File: src/rtl/udiv64_sched.sv
// udiv64_sched: round-robin scheduler sharing one chunked udiv64 divider; optional macro UDIV64_SCHED_DIV0_BYPASS_EN answers zero-divisor jobs without starting the divider
module udiv64_sched #(
  parameter int          NUM_REQ = 4,
  parameter int          ID_W    = 3,
  parameter logic [15:0] TIMEOUT = 16'd200
) (
  input  logic                    clk,
  input  logic                    reset,
  input  logic [NUM_REQ-1:0]      req_valid,
  output logic [NUM_REQ-1:0]      req_ready,
  input  logic [NUM_REQ*64-1:0]   req_dividend,
  input  logic [NUM_REQ*64-1:0]   req_divisor,
  output logic                    rsp_valid,
  input  logic                    rsp_ready,
  output logic [ID_W-1:0]         rsp_id,
  output logic [63:0]             rsp_quotient,
  output logic [63:0]             rsp_remainder,
  output logic                    rsp_err,
  output logic [31:0]             div_in_loc,
  output logic [31:0]             div_in_val,
  output logic [31:0]             div_ctrl,
  input  logic [31:0]             div_out_loc,
  input  logic [31:0]             div_out_val,
  input  logic [31:0]             div_state,
  output logic                    busy
);
  typedef enum logic [2:0] {S_IDLE, S_ARB, S_LOAD, S_START, S_WAIT, S_READ, S_CLEAR, S_RSP} state_t;
  state_t               r_state, w_state;
  logic [15:0]          r_cnt, w_cnt;
  logic [ID_W-1:0]      r_ptr, w_ptr;
  logic [63:0]          r_dvd, w_dvd;
  logic [63:0]          r_dvs, w_dvs;
  logic [NUM_REQ-1:0]   r_req_ready, w_req_ready;
  logic                 r_rsp_valid, w_rsp_valid;
  logic [ID_W-1:0]      r_id, w_id;
  logic [63:0]          r_q, w_q;
  logic [63:0]          r_r, w_r;
  logic                 r_err, w_err;
  logic [31:0]          r_in_loc, w_in_loc;
  logic [31:0]          r_in_val, w_in_val;
  logic [31:0]          r_ctrl, w_ctrl;
  logic                 r_busy, w_busy;
  logic                 w_found;
  logic [ID_W-1:0]      w_gnt;
  logic [63:0]          w_gdvd, w_gdvs;
  assign req_ready     = r_req_ready;
  assign rsp_valid     = r_rsp_valid;
  assign rsp_id        = r_id;
  assign rsp_quotient  = r_q;
  assign rsp_remainder = r_r;
  assign rsp_err       = r_err;
  assign div_in_loc    = r_in_loc;
  assign div_in_val    = r_in_val;
  assign div_ctrl      = r_ctrl;
  assign busy          = r_busy;
  // round-robin pick: nearest valid requester after the pointer wins (descending scan so the closest overwrites last)
  always_comb begin
    w_found = 1'b0;
    w_gnt   = '0;
    w_gdvd  = '0;
    w_gdvs  = '0;
    for (int i = NUM_REQ; i >= 1; i--)
      for (int k = 0; k < NUM_REQ; k++)
        if (req_valid[k] && k == (int'(r_ptr) + i) % NUM_REQ) begin
          w_found = 1'b1;
          w_gnt   = ID_W'(k);
          w_gdvd  = req_dividend[64*k +: 64];
          w_gdvs  = req_divisor[64*k +: 64];
        end
  end
  // next state and next value of every registered output
  always_comb begin
    w_state     = r_state;
    w_cnt       = r_cnt;
    w_ptr       = r_ptr;
    w_dvd       = r_dvd;
    w_dvs       = r_dvs;
    w_req_ready = '0;
    w_rsp_valid = r_rsp_valid;
    w_id        = r_id;
    w_q         = r_q;
    w_r         = r_r;
    w_err       = r_err;
    w_in_loc    = r_in_loc;
    w_in_val    = r_in_val;
    w_ctrl      = r_ctrl;
    case (r_state)
      S_IDLE: begin
        w_ctrl   = '0;
        w_in_loc = '0;
        w_in_val = '0;
        w_state  = |req_valid ? S_ARB : S_IDLE;
      end
      S_ARB: begin
        w_state = S_IDLE;
        if (w_found) begin
          w_req_ready = NUM_REQ'(1) << w_gnt;
          w_ptr       = w_gnt;
          w_id        = w_gnt;
          w_dvd       = w_gdvd;
          w_dvs       = w_gdvs;
          w_q         = '0;
          w_r         = '0;
          w_err       = 1'b0;
          w_cnt       = '0;
          w_in_loc    = 32'd1;
          w_in_val    = w_gdvd[31:0];
          w_state     = S_LOAD;
`ifdef UDIV64_SCHED_DIV0_BYPASS_EN
          if (w_gdvs == '0) begin
            w_q      = '1;
            w_r      = w_gdvd;
            w_err    = 1'b1;
            w_in_loc = '0;
            w_in_val = '0;
            w_state  = S_RSP;
          end
`endif
        end
      end
      S_LOAD: begin
        w_cnt    = r_cnt + 16'd1;
        w_in_loc = r_in_loc + 32'd1;
        w_in_val = r_cnt == 16'd0 ? r_dvd[63:32] : r_cnt == 16'd1 ? r_dvs[31:0] : r_dvs[63:32];
        if (r_cnt == 16'd3) begin
          w_in_loc = '0;
          w_in_val = '0;
          w_ctrl   = 32'd1;
          w_state  = S_START;
        end
      end
      S_START: begin
        w_cnt   = '0;
        w_state = S_WAIT;
      end
      S_WAIT: begin
        w_cnt = r_cnt + 16'd1;
        if (div_state == 32'd3) begin
          w_cnt    = '0;
          w_in_loc = 32'd4;
          w_state  = S_READ;
        end else if (r_cnt == TIMEOUT) begin
          w_err    = 1'b1;
          w_q      = '0;
          w_r      = '0;
          w_in_loc = '0;
          w_state  = S_CLEAR;
        end
      end
      S_READ: begin
        w_cnt    = r_cnt + 16'd1;
        w_in_loc = r_cnt < 16'd3 ? r_in_loc + 32'd1 : '0;
        if (r_cnt == 16'd1 && div_out_loc == 32'd1) w_q[31:0]  = div_out_val;
        if (r_cnt == 16'd2 && div_out_loc == 32'd2) w_q[63:32] = div_out_val;
        if (r_cnt == 16'd3 && div_out_loc == 32'd3) w_r[31:0]  = div_out_val;
        if (r_cnt == 16'd4 && div_out_loc == 32'd4) w_r[63:32] = div_out_val;
        if (r_cnt == 16'd4) w_state = S_CLEAR;
      end
      S_CLEAR: begin
        w_in_loc = '0;
        w_ctrl   = '0;
        if (r_ctrl == '0 && div_state == '0) w_state = S_RSP;
      end
      S_RSP: begin
        w_rsp_valid = 1'b1;
        if (r_rsp_valid && rsp_ready) begin
          w_rsp_valid = 1'b0;
          w_state     = S_IDLE;
        end
      end
      default: w_state = S_IDLE;
    endcase
    w_busy = w_state != S_IDLE;
  end
  // register state and outputs; reset drops any job in flight
  always_ff @(posedge clk) begin
    if (reset) begin
      r_state     <= S_IDLE;
      r_cnt       <= '0;
      r_ptr       <= ID_W'(NUM_REQ - 1);
      r_dvd       <= '0;
      r_dvs       <= '0;
      r_req_ready <= '0;
      r_rsp_valid <= 1'b0;
      r_id        <= '0;
      r_q         <= '0;
      r_r         <= '0;
      r_err       <= 1'b0;
      r_in_loc    <= '0;
      r_in_val    <= '0;
      r_ctrl      <= '0;
      r_busy      <= 1'b0;
    end else begin
      r_state     <= w_state;
      r_cnt       <= w_cnt;
      r_ptr       <= w_ptr;
      r_dvd       <= w_dvd;
      r_dvs       <= w_dvs;
      r_req_ready <= w_req_ready;
      r_rsp_valid <= w_rsp_valid;
      r_id        <= w_id;
      r_q         <= w_q;
      r_r         <= w_r;
      r_err       <= w_err;
      r_in_loc    <= w_in_loc;
      r_in_val    <= w_in_val;
      r_ctrl      <= w_ctrl;
      r_busy      <= w_busy;
    end
  end
endmodule

File: config.mk
export PLATFORM = sky130hd
export DESIGN_NAME = udiv64_sched
export DESIGN_NICKNAME = d
export VERILOG_FILES = /design/src/rtl/udiv64_sched.sv
export SDC_FILE = /design/constraint.sdc
export NUM_CORES = 2
export LEC_CHECK = 0
export CORE_AREA = 2 2 327 329
export DETAILED_ROUTE_END_ITERATION = 6
export DIE_AREA = 0 0 329 331
export GPL_ROUTABILITY_DRIVEN = 0
export SYNTH_ARGS = -nofsm -noshare
export SYNTH_HDL_FRONTEND = slang
export SYNTH_SLANG_ARGS = --single-unit
export TNS_END_PERCENT = 100
File: constraint.sdc
create_clock -name clk -period 2.25 [get_ports clk]
set_input_delay 0.225 -clock clk [delete_from_list [all_inputs] [get_ports clk]]
set_output_delay 0.225 -clock clk [all_outputs]
set_load 0.02 [all_outputs]
# ---- Word level (Yosys, flattened, before mapping)
# Index checks and enable logic that the tools add are counted.
dict set report classes {
  addsub 6
  n_lt_le_gt_ge 1
  eq_ne 38
  n_shift 1
  mux 102
  bitwise 6
  reduce_logical 55
}
# cell n
set op_table {}
lappend op_table {{2-to-1 mux 64 bit} 35}
lappend op_table {{2-to-1 mux 32 bit} 14}
lappend op_table {{one-hot mux 64 bit (3 select lines)} 2}
lappend op_table {{logical NOT 32 bit} 6}
lappend op_table {{one-hot mux 32 bit (5 select lines)} 1}
lappend op_table {{== test 32 x 2 -> 1 bit (second input constant)} 3}
lappend op_table {{one-hot mux 32 bit (3 select lines)} 1}
lappend op_table {{one-hot mux 16 bit (4 select lines)} 1}
lappend op_table {{one-hot mux 32 bit (2 select lines)} 1}
lappend op_table {{2-to-1 mux 3 bit} 20}
lappend op_table {{adder 32 x 1 -> 32 bit (second input constant)} 1}
lappend op_table {{== test 16 x 2 -> 1 bit (second input constant)} 2}
lappend op_table {{== test 32 x 1 -> 1 bit (second input constant)} 1}
lappend op_table {{== test 32 x 3 -> 1 bit (second input constant)} 1}
lappend op_table {{2-to-1 mux 16 bit} 2}
lappend op_table {{== test 3 bit (first input constant)} 8}
lappend op_table {{one-hot mux 3 bit (8 select lines)} 1}
lappend op_table {{logical AND 1 bit} 22}
lappend op_table {{2-to-1 mux 1 bit} 22}
lappend op_table {{AND reduction 5 bit} 4}
lappend op_table {{adder 16 x 1 -> 16 bit (second input constant)} 1}
lappend op_table {{== test 16 x 1 -> 1 bit (second input constant)} 1}
lappend op_table {{== test 16 x 3 -> 1 bit (second input constant)} 1}
lappend op_table {{== test 16 x 8 -> 1 bit (second input constant)} 1}
lappend op_table {{other kinds (26)} 57}
dict set report word_totals {
  register_bits 383
  input_bits 615
  output_inout_bits 234
  word_cells 226
}

# ---- Depth between registers and ports, before layout
dict set report depth {
  depth_word 24
  ltp_mapped 10
}

# ---- Worst setup path before layout
# No wires, ideal clock.
dict set report synth_path {
  path_kind {reg-to-reg}
  from {register r_cnt[10]}
  to {register r_q[10], in the netlist rsp_quotient[10]}
  setup_ns 0.126
  t_arrival_ns 2.350
  required_ns 2.124
  path_slack_ns -0.226
  path_stages_with_launch 8
  n_path_buf 1
  synth_period_minus_slack_ns 2.476
  cell_sequence {dfxtp_1 > or4_1 > nor4_4 > nand2_1 > a221oi_2 > o21ai_2 > buf_2 > mux2i_1}
}
dict set report synth_via {
  elab_chain_cells 4
  word_cells_on_any_way 6
}
# item line
set synth_lines {}
lappend synth_lines {{start, declared} 29} ;# logic [15:0] r_cnt, w_cnt;
lappend synth_lines {{start signal, assigned} 195} ;# r_cnt <= w_cnt;
lappend synth_lines {{== test 16 x 1 -> 1 bit} 153} ;# if (r_cnt == 16'd1 && div_out_loc == 32'd1) w_q[31:0] = div_out_val;
lappend synth_lines {{logical AND 1 bit} 153}
lappend synth_lines {{!= test 2 bit (no source line)} --}
lappend synth_lines {{AND reduction 5 bit (no source line) (*)} --}
lappend synth_lines {{end signal, assigned} 202} ;# r_q <= w_q;
lappend synth_lines {{end, declared} 36} ;# logic [63:0] r_q, w_q;
# Every way passes the cells marked *; elsewhere a longest branch is shown, timed or not.
# A chain may end at the register's enable or synchronous reset.

# ---- Worst setup path in the final report
dict set report layout_path {
  from {register r_cnt[8]}
  to {register r_r[43], in the netlist rsp_remainder[43]}
}
dict set report layout_via {
  elab_chain_cells 4
  word_cells_on_any_way 6
}
# item line
set layout_lines {}
lappend layout_lines {{== test 16 x 3 -> 1 bit} 156} ;# if (r_cnt == 16'd4 && div_out_loc == 32'd4) w_r[63:32] = div_out_val;
lappend layout_lines {{logical AND 1 bit} 156}
lappend layout_lines {{!= test 2 bit (no source line)} --}
lappend layout_lines {{AND reduction 5 bit (no source line) (*)} --}
lappend layout_lines {{end signal, assigned} 203} ;# r_r <= w_r;
lappend layout_lines {{end, declared} 37} ;# logic [63:0] r_r, w_r;
# Marked as above.

==> results summary <==
The run finished, with violations left. Cell internal power was estimated by the tool at 0.0194 W. The post-route netlist has 19.3% of its cells at a drive strength greater than 1. The transition time at the pin with the least slew margin came out at 0.604 ns. The die footprint came out at 109000 sq um.

The highest clock rate came out at 0.423 GHz. The total number of vias is 39.6k. Clock tree synthesis inserted a total of 43 buffers. Global routing finished with a remaining overflow of 0. The signal on the critical path passes through or4_4 -> nor4_4 -> nand2_1 -> a221oi_4 -> buf_12 -> o21ai_4 -> clkbuf_16 -> mux2i_1. The static leakage power is 17.6 nW. Measured along the x axis, the die boundary spans 329 um. The clock-pin slew reported for the worst setup and hold paths after clock tree synthesis came out at 0.06 ns. Setup repair after global routing could not meet its margin everywhere.

The number of max-capacitance violations reported came out at 0. In this run the power density over the cells is 699 nW/um^2. TritonCTS built the clock tree.

The final reports fail on DRC, setup timing. The cell count after synthesis came out at 3752. The layout overhead on the synthesized area is 64.3%.

During I/O placement, the number of pins put on the boundary was 849. The final routed wirelength across all metal layers is 183000 um. The portion of the post-synthesis area used by sequential elements is 22.2%. The number of max-slew violations in the final report is 0. The net total in the final layout is 5446. In this run the most critical hold path is launched from div_out_val[23]. In this run the worst hold path is classified as input port to flop.

The maximum net fanout on the critical path is 6. The number of hold violations in the final report was 0. Across the VDD grid, the largest voltage drop is 0.552 mV. Among all flip-flop cells after synthesis, the most frequent one is sky130_fd_sc_hd__dfxtp_1. Dividing the synthesized area by the synthesized cell count gives 7.65 sq um. The standard cell core area is 105000 sq um. The final-report setup violation count came out at 139. The worst hold path passes through 3 cells. Port buffering added 816 buffers. The share of the synthesized area in the top cell type is 22.2%.

The net switching power of the design is 0.0136 W. In this run, flip-flops and latches consume 21.2% of the power. The largest incremental delay on the critical path came out at 0.55 ns. The post-route fraction of the period consumed by the critical path is 105%. The largest total area in the synthesized netlist belongs to sky130_fd_sc_hd__dfxtp_1. The buffer levels on the longest clock path is 3. The switching share of power is 41.3%. The synthesized cell area is 28700 sq um. Dividing the detail-routed via count by the number of cells gives 6.32. The logic gate share of total power is 55.8%.

At the worst endpoint, the arrival time is 2.83 ns. In the routed design, unresolved DRC markers number 54. The worst register-to-register path ends at rsp_remainder[43]$_SDFFE_PP0P_. The post-DP HPWL is 127000 um.

The area used by sequential logic in the layout came out at 6420 sq um. The number of design-rule violations left by the first detailed-router iteration is 5454. The worst setup path is launched from a flop. The final core area utilization is 44.9%. The maximum clock skew at final layout is 0.0604 ns. The share of flip-flops with an asynchronous set or reset after synthesis is 0%. The first global-routing pass estimated 250000 um of wire. In this run the critical register-to-register path is launched from r_cnt[8]$_SDFFE_PP0P_.

Synthesis inferred 319 register bits. The final-layout worst hold slack is 0.313 ns. The worst-path cell with the longest stage delay is sky130_fd_sc_hd__or4_4. The initial cell density of the core is 27.4%. The number of cells traversed by the worst register-to-register path came out at 8. Row generation in the floorplan step produced 119 rows.

The clock reaches the later pin of the worst-skew pair after 0.63 ns. The number of fill cells came out at 10.1k. The max-slew headroom at the worst pin came out at 59.7%. The worst setup path is of the flop to flop kind. The footprint of the multi-input gates is 21500 sq um.

The endpoint of the worst hold-timing path is rsp_quotient[55]$_SDFFE_PP0P_. The via count of the first global-routing pass came to 36.7k. The initial antenna violation count is 17. In this run the number of H-tree levels came out at 2. The vertical extent of the die is 331 um. The data required time of the worst path is 2.72 ns.

In the final timing run, aggregate negative setup slack is -7.39 ns. The number of clock sinks seen by CTS is 319. The routed wirelength normalized by instance count is 29.2 um. For this run, the total global-route usage over all layers was measured as 30.2%. The share of power burned in the clock network came out at 23.0%. The distinct cell type count of the synthesized netlist came out at 73. The number of synthesis warnings came out at 0. For flop-to-flop paths, the worst setup slack is -0.11 ns. The worst setup margin came out at -0.115 ns. Sorting the synthesized cells by area gives the leading types as sky130_fd_sc_hd__dfxtp_1 (22%), sky130_fd_sc_hd__mux2i_1 (9.0%), sky130_fd_sc_hd__a22o_1 (5.8%).

Counting I/O delays and the setup requirement, the final critical path takes 2.36 ns. The tree is rooted in a sky130_fd_sc_hd__clkbuf_16. The type of element capturing the critical path is a flop. The number of nets with antenna violations after routing is 0. The detailed-routing iteration count for the pre-antenna-repair pass came out at 7. The count of flip-flops with a built-in enable after synthesis is 0.

Entering global routing, the biggest net connects 75 pins.
==> kinds of logic (layout without fill, tap and decap cells) <==
family	after synthesis	count (layout)	share of synthesized area (%)
xor gates and xnor gates	29	29	0.885
DFF	319	319	22.2
muxes	291	291	10.3
and+or+nand+nor	646	646	11.6
other	1	47	0.0131
buffers and inverters	489	1564	6.88
adders and majority gates	5	5	0.218
AOI/OAI and AO/OA	1972	1973	47.8
==> layer usage <==
metal	up-vias	routed length, um	GRT usage (%)
li1	17164	-	-
met1	18775	69400	37.6
met2	3000	84400	50.2
met3	622	20300	6.86
met4	20	8670	12.3
met5	-	127	0
==> per-stage QoR <==
stage	std cells	power, W	cell area [sq um]	setup slack [ns]
after floorplan	3783	0.0149	29000	-0.0797
after global placement	6076	0.0229	43000	-0.798
after detailed placement	6076	0.0230	43000	-0.811
after CTS	6193	0.0315	45500	-0.0962
after global routing	6252	0.0343	47100	-0.186
final	6265	0.0330	47200	-0.115
==> critical path: cells and delay by family, from the launching register on <==
family | cells | cell delay (ns)
compound gates | 2 | 0.43
buf+inv | 2 | 0.37
flops | 1 | 0.32
simple gates | 3 | 0.98
mux | 1 | 0.12
==> worst max path at each step <==
| stage | end | from |
|---|---|---|
| after floorplan | rsp_quotient[34]$_SDFFE_PP0P_ | r_cnt[8]$_SDFFE_PP0P_ |
| after global placement | r_dvs[36]$_SDFFE_PP0P_ | req_valid[1] |
| after detailed placement | r_dvs[44]$_SDFFE_PP0P_ | req_valid[1] |
| after CTS | rsp_remainder[14]$_SDFFE_PP0P_ | r_cnt[10]$_SDFFE_PP0P_ |
| after global routing | div_in_val[18]$_SDFFE_PP0P_ | r_cnt[0]$_SDFFE_PP0P_ |
| final | rsp_remainder[43]$_SDFFE_PP0P_ | r_cnt[8]$_SDFFE_PP0P_ |
==> synthesized netlist by cell type, types with 5 or more instances <==
| library cell | instances |
|---|---|
| sky130_fd_sc_hd__a211oi_1 | 99 |
| sky130_fd_sc_hd__a21o_1 | 34 |
| sky130_fd_sc_hd__a21oi_1 | 272 |
| sky130_fd_sc_hd__a221o_1 | 31 |
| sky130_fd_sc_hd__a221oi_1 | 66 |
| sky130_fd_sc_hd__a22o_1 | 190 |
| sky130_fd_sc_hd__a22oi_1 | 220 |
| sky130_fd_sc_hd__a2bb2oi_1 | 6 |
| sky130_fd_sc_hd__a31oi_1 | 127 |
| sky130_fd_sc_hd__and2_1 | 7 |
| sky130_fd_sc_hd__and3_1 | 13 |
| sky130_fd_sc_hd__and3b_1 | 7 |
| sky130_fd_sc_hd__and4_1 | 5 |
| sky130_fd_sc_hd__buf_1 | 30 |
| sky130_fd_sc_hd__buf_2 | 17 |
| sky130_fd_sc_hd__buf_4 | 32 |
| sky130_fd_sc_hd__clkbuf_1 | 393 |
| sky130_fd_sc_hd__dfxtp_1 | 319 |
| sky130_fd_sc_hd__ha_1 | 5 |
| sky130_fd_sc_hd__inv_1 | 17 |
| sky130_fd_sc_hd__mux2_2 | 32 |
| sky130_fd_sc_hd__mux2i_1 | 259 |
| sky130_fd_sc_hd__nand2_1 | 83 |
| sky130_fd_sc_hd__nand2b_1 | 135 |
| sky130_fd_sc_hd__nand3_1 | 25 |
| sky130_fd_sc_hd__nand3b_1 | 37 |
| sky130_fd_sc_hd__nand4_1 | 21 |
| sky130_fd_sc_hd__nor2_1 | 229 |
| sky130_fd_sc_hd__nor2b_1 | 7 |
| sky130_fd_sc_hd__nor3_1 | 25 |
| sky130_fd_sc_hd__nor4_1 | 18 |
| sky130_fd_sc_hd__o2111ai_1 | 7 |
| sky130_fd_sc_hd__o211ai_1 | 138 |
| sky130_fd_sc_hd__o21ai_0 | 332 |
| sky130_fd_sc_hd__o21bai_1 | 34 |
| sky130_fd_sc_hd__o221ai_1 | 127 |
| sky130_fd_sc_hd__o22a_1 | 124 |
| sky130_fd_sc_hd__o22ai_1 | 129 |
| sky130_fd_sc_hd__or3_1 | 5 |
| sky130_fd_sc_hd__or4_1 | 9 |
| sky130_fd_sc_hd__xnor2_1 | 12 |
| sky130_fd_sc_hd__xor2_1 | 17 |
==> power by group through the flow <==
stage / sequential, W / clock, W / combinational, W
after floorplan: 0.00686 / 0 / 0.00809
after CTS: 0.00698 / 0.00772 / 0.0168
after global placement: 0.00707 / 0 / 0.0158
final: 0.00699 / 0.00759 / 0.0184
after detailed placement: 0.00708 / 0 / 0.0159
after global routing: 0.00702 / 0.00795 / 0.0194
==> repair_timing <==
| item | CTS | global route |
|---|---|---|
| setup endpoints to repair | 281 | 286 |
| hold buffers | 1 | 0 |
| resized for setup | 75 | 265 |
| pin swaps | 24 | 191 |
| buffers inserted | 25 | 38 |
| hold endpoints to repair | 1 | 0 |
| gates cloned | 13 | 23 |
==> flip-flops by register name, summed over array words and instances (netlist names), 3 cells and up <==
signal         flops
rsp_remainder     64
div_in_val        32
r_dvd             32
r_cnt             16
req_ready          4
rsp_quotient      64
r_state            3
r_dvs             64
div_in_loc        32
==> cell usage in the layout, fill, tap and decap left out, types with 15 or more instances in the layout <==
cell,n
sky130_fd_sc_hd__clkdlybuf4s50_1,814
sky130_fd_sc_hd__buf_4,419
sky130_fd_sc_hd__dfxtp_1,305
sky130_fd_sc_hd__a21oi_1,271
sky130_fd_sc_hd__mux2i_1,242
sky130_fd_sc_hd__nor2_1,221
sky130_fd_sc_hd__o21ai_0,220
sky130_fd_sc_hd__a22oi_1,220
sky130_fd_sc_hd__a22o_1,190
sky130_fd_sc_hd__buf_12,146
sky130_fd_sc_hd__o211ai_1,138
sky130_fd_sc_hd__nand2b_1,134
sky130_fd_sc_hd__o22ai_1,129
sky130_fd_sc_hd__a31oi_1,125
sky130_fd_sc_hd__o22a_1,124
sky130_fd_sc_hd__o21ai_1,105
sky130_fd_sc_hd__o221ai_1,83
sky130_fd_sc_hd__nand2_1,78
sky130_fd_sc_hd__a211oi_1,77
sky130_fd_sc_hd__clkbuf_16,64
sky130_fd_sc_hd__a221oi_1,56
sky130_fd_sc_hd__o221ai_2,41
sky130_fd_sc_hd__buf_6,38
sky130_fd_sc_hd__nand3b_1,37
sky130_fd_sc_hd__a21o_1,34
sky130_fd_sc_hd__o21bai_1,33
sky130_fd_sc_hd__conb_1,32
sky130_fd_sc_hd__a221o_1,31
sky130_fd_sc_hd__mux2_2,31
sky130_fd_sc_hd__nor3_1,23
sky130_fd_sc_hd__nand3_1,23
sky130_fd_sc_hd__a211oi_2,22
sky130_fd_sc_hd__nand4_1,21
sky130_fd_sc_hd__buf_16,19
sky130_fd_sc_hd__xor2_1,17
sky130_fd_sc_hd__inv_1,16
sky130_fd_sc_hd__diode_2,15
sky130_fd_sc_hd__nor4_1,15
==> cell type report <==
cell class	instances	area share, %
repair buffers	1469	33.6
flip-flops and latches	319	13.6
multi-input cells	2976	45.6
inverters	17	0.135
diodes	15	0.0796
clock inverters	20	0.607
clock buffers	58	2.63
well taps	1391	3.69
Power figures use the tool's default switching activity.
==> edit: new RTL, same flow settings <==
Build with the macro `UDIV64_SCHED_DIV0_BYPASS_EN` defined.
--- a/src/rtl/udiv64_sched.sv
+++ b/src/rtl/udiv64_sched.sv
@@ -1,4 +1,6 @@
 // udiv64_sched: round-robin scheduler sharing one chunked udiv64 divider; optional macro UDIV64_SCHED_DIV0_BYPASS_EN answers zero-divisor jobs without starting the divider
+`define UDIV64_SCHED_DIV0_BYPASS_EN
+
 module udiv64_sched #(
   parameter int          NUM_REQ = 4,
   parameter int          ID_W    = 3,
Check against the original RTL: not settled (the Yosys comparison gave no result); the edit may change what the design does.
==> edit against the unedited design <==
- the flow still finishes with violations (design-rule violations, negative setup slack)
- sequential cell count unchanged
- global-route usage up 7.8 points
- worst setup slack worse by 1.8 ns
- routed wire length up 21%
- hold slack better by 0.015 ns
- total power up 6.1%
- count of clock-buffer cells in the layout unchanged
- clock skew down 0.028 ns
- final cell count up 20%
- area after synthesis up 10%
- cell area up 10%
- sequential power down 4.4%
- highest routed layer unchanged
==> edit: results (changes against the unedited design) <==
Timing
  – Setup slack after layout: -1.96 ns (-1.84 ns)
  – Final setup vio count: 310 (+120%)
  – Hold_ws: 0.328 ns (+0.0145 ns)
  – Slew HR: 11.4% (-48 points)
  – Clk_skew: 0.0329 ns (-0.0275 ns)

Setup path
  – Worst-path fanout max: 22 (+16)
  – Worst r2r path cells: 16 (+8)
  – Crit path max-delay cell type: or4_4
  – FF-to-FF End: rsp_quotient[50]
  – CP top delay family: simple AND/OR/NAND/NOR gates
  – Worst r2r src: r_ptr[1]
  – CP max stage delay: 0.50 ns (-0.05 ns)

Global routing
  – Vias in the first global route: 45200 (+23%)
  – Total Routing Usage GR: 38.0% (+7.8 points)
  – Largest net degree at the start of global routing: 134 (+79%)
  – Initial antenna violation count: 11 (-6)
  – First-pass GRT wire length: 310 mm (+24%)

Yosys
  – Synth top cells by count: nor2_1, a21oi_1, o21ai_0, nand2_1, clkbuf_1
  – Yosys warns: 0 (unchanged)
  – Synth area leaders: dfxtp_1, a21oi_1, nor2_1
  – Post-synthesis sequential area ratio: 20.2% (-2.0 points)
  – Ys async rst share: 0% (unchanged)
  – Cell variety after synth: 101 (+38%)

Detailed routing
  – Final WL: 222 mm (+21%)
  – Via count: 49000 (+24%)
  – Drt initial violations: 8231 (+51%)
  – Residual DRC: 89 (+65%)
  – DRT Pass-1 Iters: 7 (unchanged)

Hold path
  – Worst hold path class: input pin to flip-flop
  – Worst Hold Depth: 3 (unchanged)
  – Beginning of the worst hold path: div_out_val[30]
  – Hold Path End: rsp_quotient[30]

CTS
  – Clock H-tree levels: 2 (unchanged)
  – Skew-Pair Late Insertion Delay: 0.58 ns (-0.05 ns)
  – Clk slew on worst S/H paths: 0.06 ns (about the same)
  – Clock Path Buffers: 3 (unchanged)
  – Number of buffers created by CTS: 37 (-14%)

Cells and area
  – Filler cell count: 9978 (-1.6%)
  – Final #Nets: 6681 (+23%)
  – Fraction of final layout cells sized beyond drive strength 1: 24.9% (+5.6 points)

Run status
  – Violated checks: design-rule violations, negative setup slack
  – Status: complete, but fails checks

Power
  – Pleak: 20.0 nW (+14%)
  – Maximum VDD drop: 0.464 mV (-16%)

Placed design
  – Post-DP HPWL: 163 mm (+29%)
  – DP Area: 0.0497 mm2 (+15%)
  – Port Buffers: 816 (unchanged)

Flow run
  – Max-cap viol count: 0 (unchanged)
[edit: cell count changes after synthesis, sizes merged, moves of 108 or more]
cell,change
a22oi,-108
buf,+149
nand2,+263
a21oi,+198
a221oi,+114
mux2i,-160
a22o,-173
nor2,+323
[edit: power by group]
| part | switching [W] | internal, W |
|---|---|---|
| Clock | 0.00254 | 0.00351 |
| Combinational | 0.0127 | 0.00954 |
| Sequential | 0.000388 | 0.00629 |
[edit: layout make-up]
class	count	area [um2]	area share, %
well taps	1391	1740	3.34
clock inverters	7	86.3	0.166
clock buffers	58	1100	2.12
flip-flops and latches	319	6390	12.3
multi-input cells	3632	23700	45.5
repair buffers	2020	18800	36.2
inverters	51	199	0.382
diodes	10	25.0	0.0481
[edit: cell families (layout without fill, tap and decap cells)]
family,count (synthesis),count (layout),synth area share [%]
buffers and inverters,606,2136,8.40
DFF,319,319,20.2
xor gates and xnor gates,32,32,0.887
and+or+nand+nor,1362,1363,19.7
other,1,42,0.0119
muxes,103,103,3.39
AOI/OAI and AO/OA,2096,2096,47.2
adders and majority gates,6,6,0.230
[edit: worst max-delay path by stage]
stage | startpoint | to | slack [ns]
floorplan | r_ptr[1] | rsp_quotient[10] | -1.08
global placement | req_divisor[14] | rsp_quotient[1] | -2.16
detailed placement | req_divisor[142] | rsp_quotient[1] | -2.24
CTS | r_ptr[1] | rsp_quotient[0] | -1.73
global route | r_ptr[0] | rsp_quotient[50] | -1.98
finish | r_ptr[1] | rsp_quotient[50] | -1.96
[edit: what timing repair did]
action                     4_1_cts  5_1_grt
gates resized for setup         53       65
gates cloned                     7        5
pin swaps                       13       23
hold buffers                     1        0
setup endpoints to repair      307      313
hold endpoints to repair         8        0
buffers inserted                33       12
[edit: layer usage]
metal | GRT usage (%) | vias up | wire (um) | part of all wire [%]
met5 | 0 | - | 57 | 0.026
met4 | 23.0 | 8 | 17300 | 7.8
met3 | 12.8 | 1155 | 31000 | 14
met2 | 55.9 | 4293 | 91200 | 41
met1 | 47.7 | 22900 | 82200 | 37
li1 | - | 20700 | - | -
[edit: per-stage QoR]
step	power [W]	utilization, %	setup TNS, ns	worst slack (ns)	std cells
4_1_cts	0.0337	49.1	-334.02	-1.73	7460
2_1_floorplan	0.0162	-	-261.45	-1.08	4556
3_3_place_gp	0.0271	47.3	-437.48	-2.16	7354
6_report	0.0350	49.6	-382.58	-1.96	7488
3_5_place_dp	0.0272	47.3	-446.91	-2.24	7354
5_1_grt	0.0361	49.6	-396.09	-1.98	7481
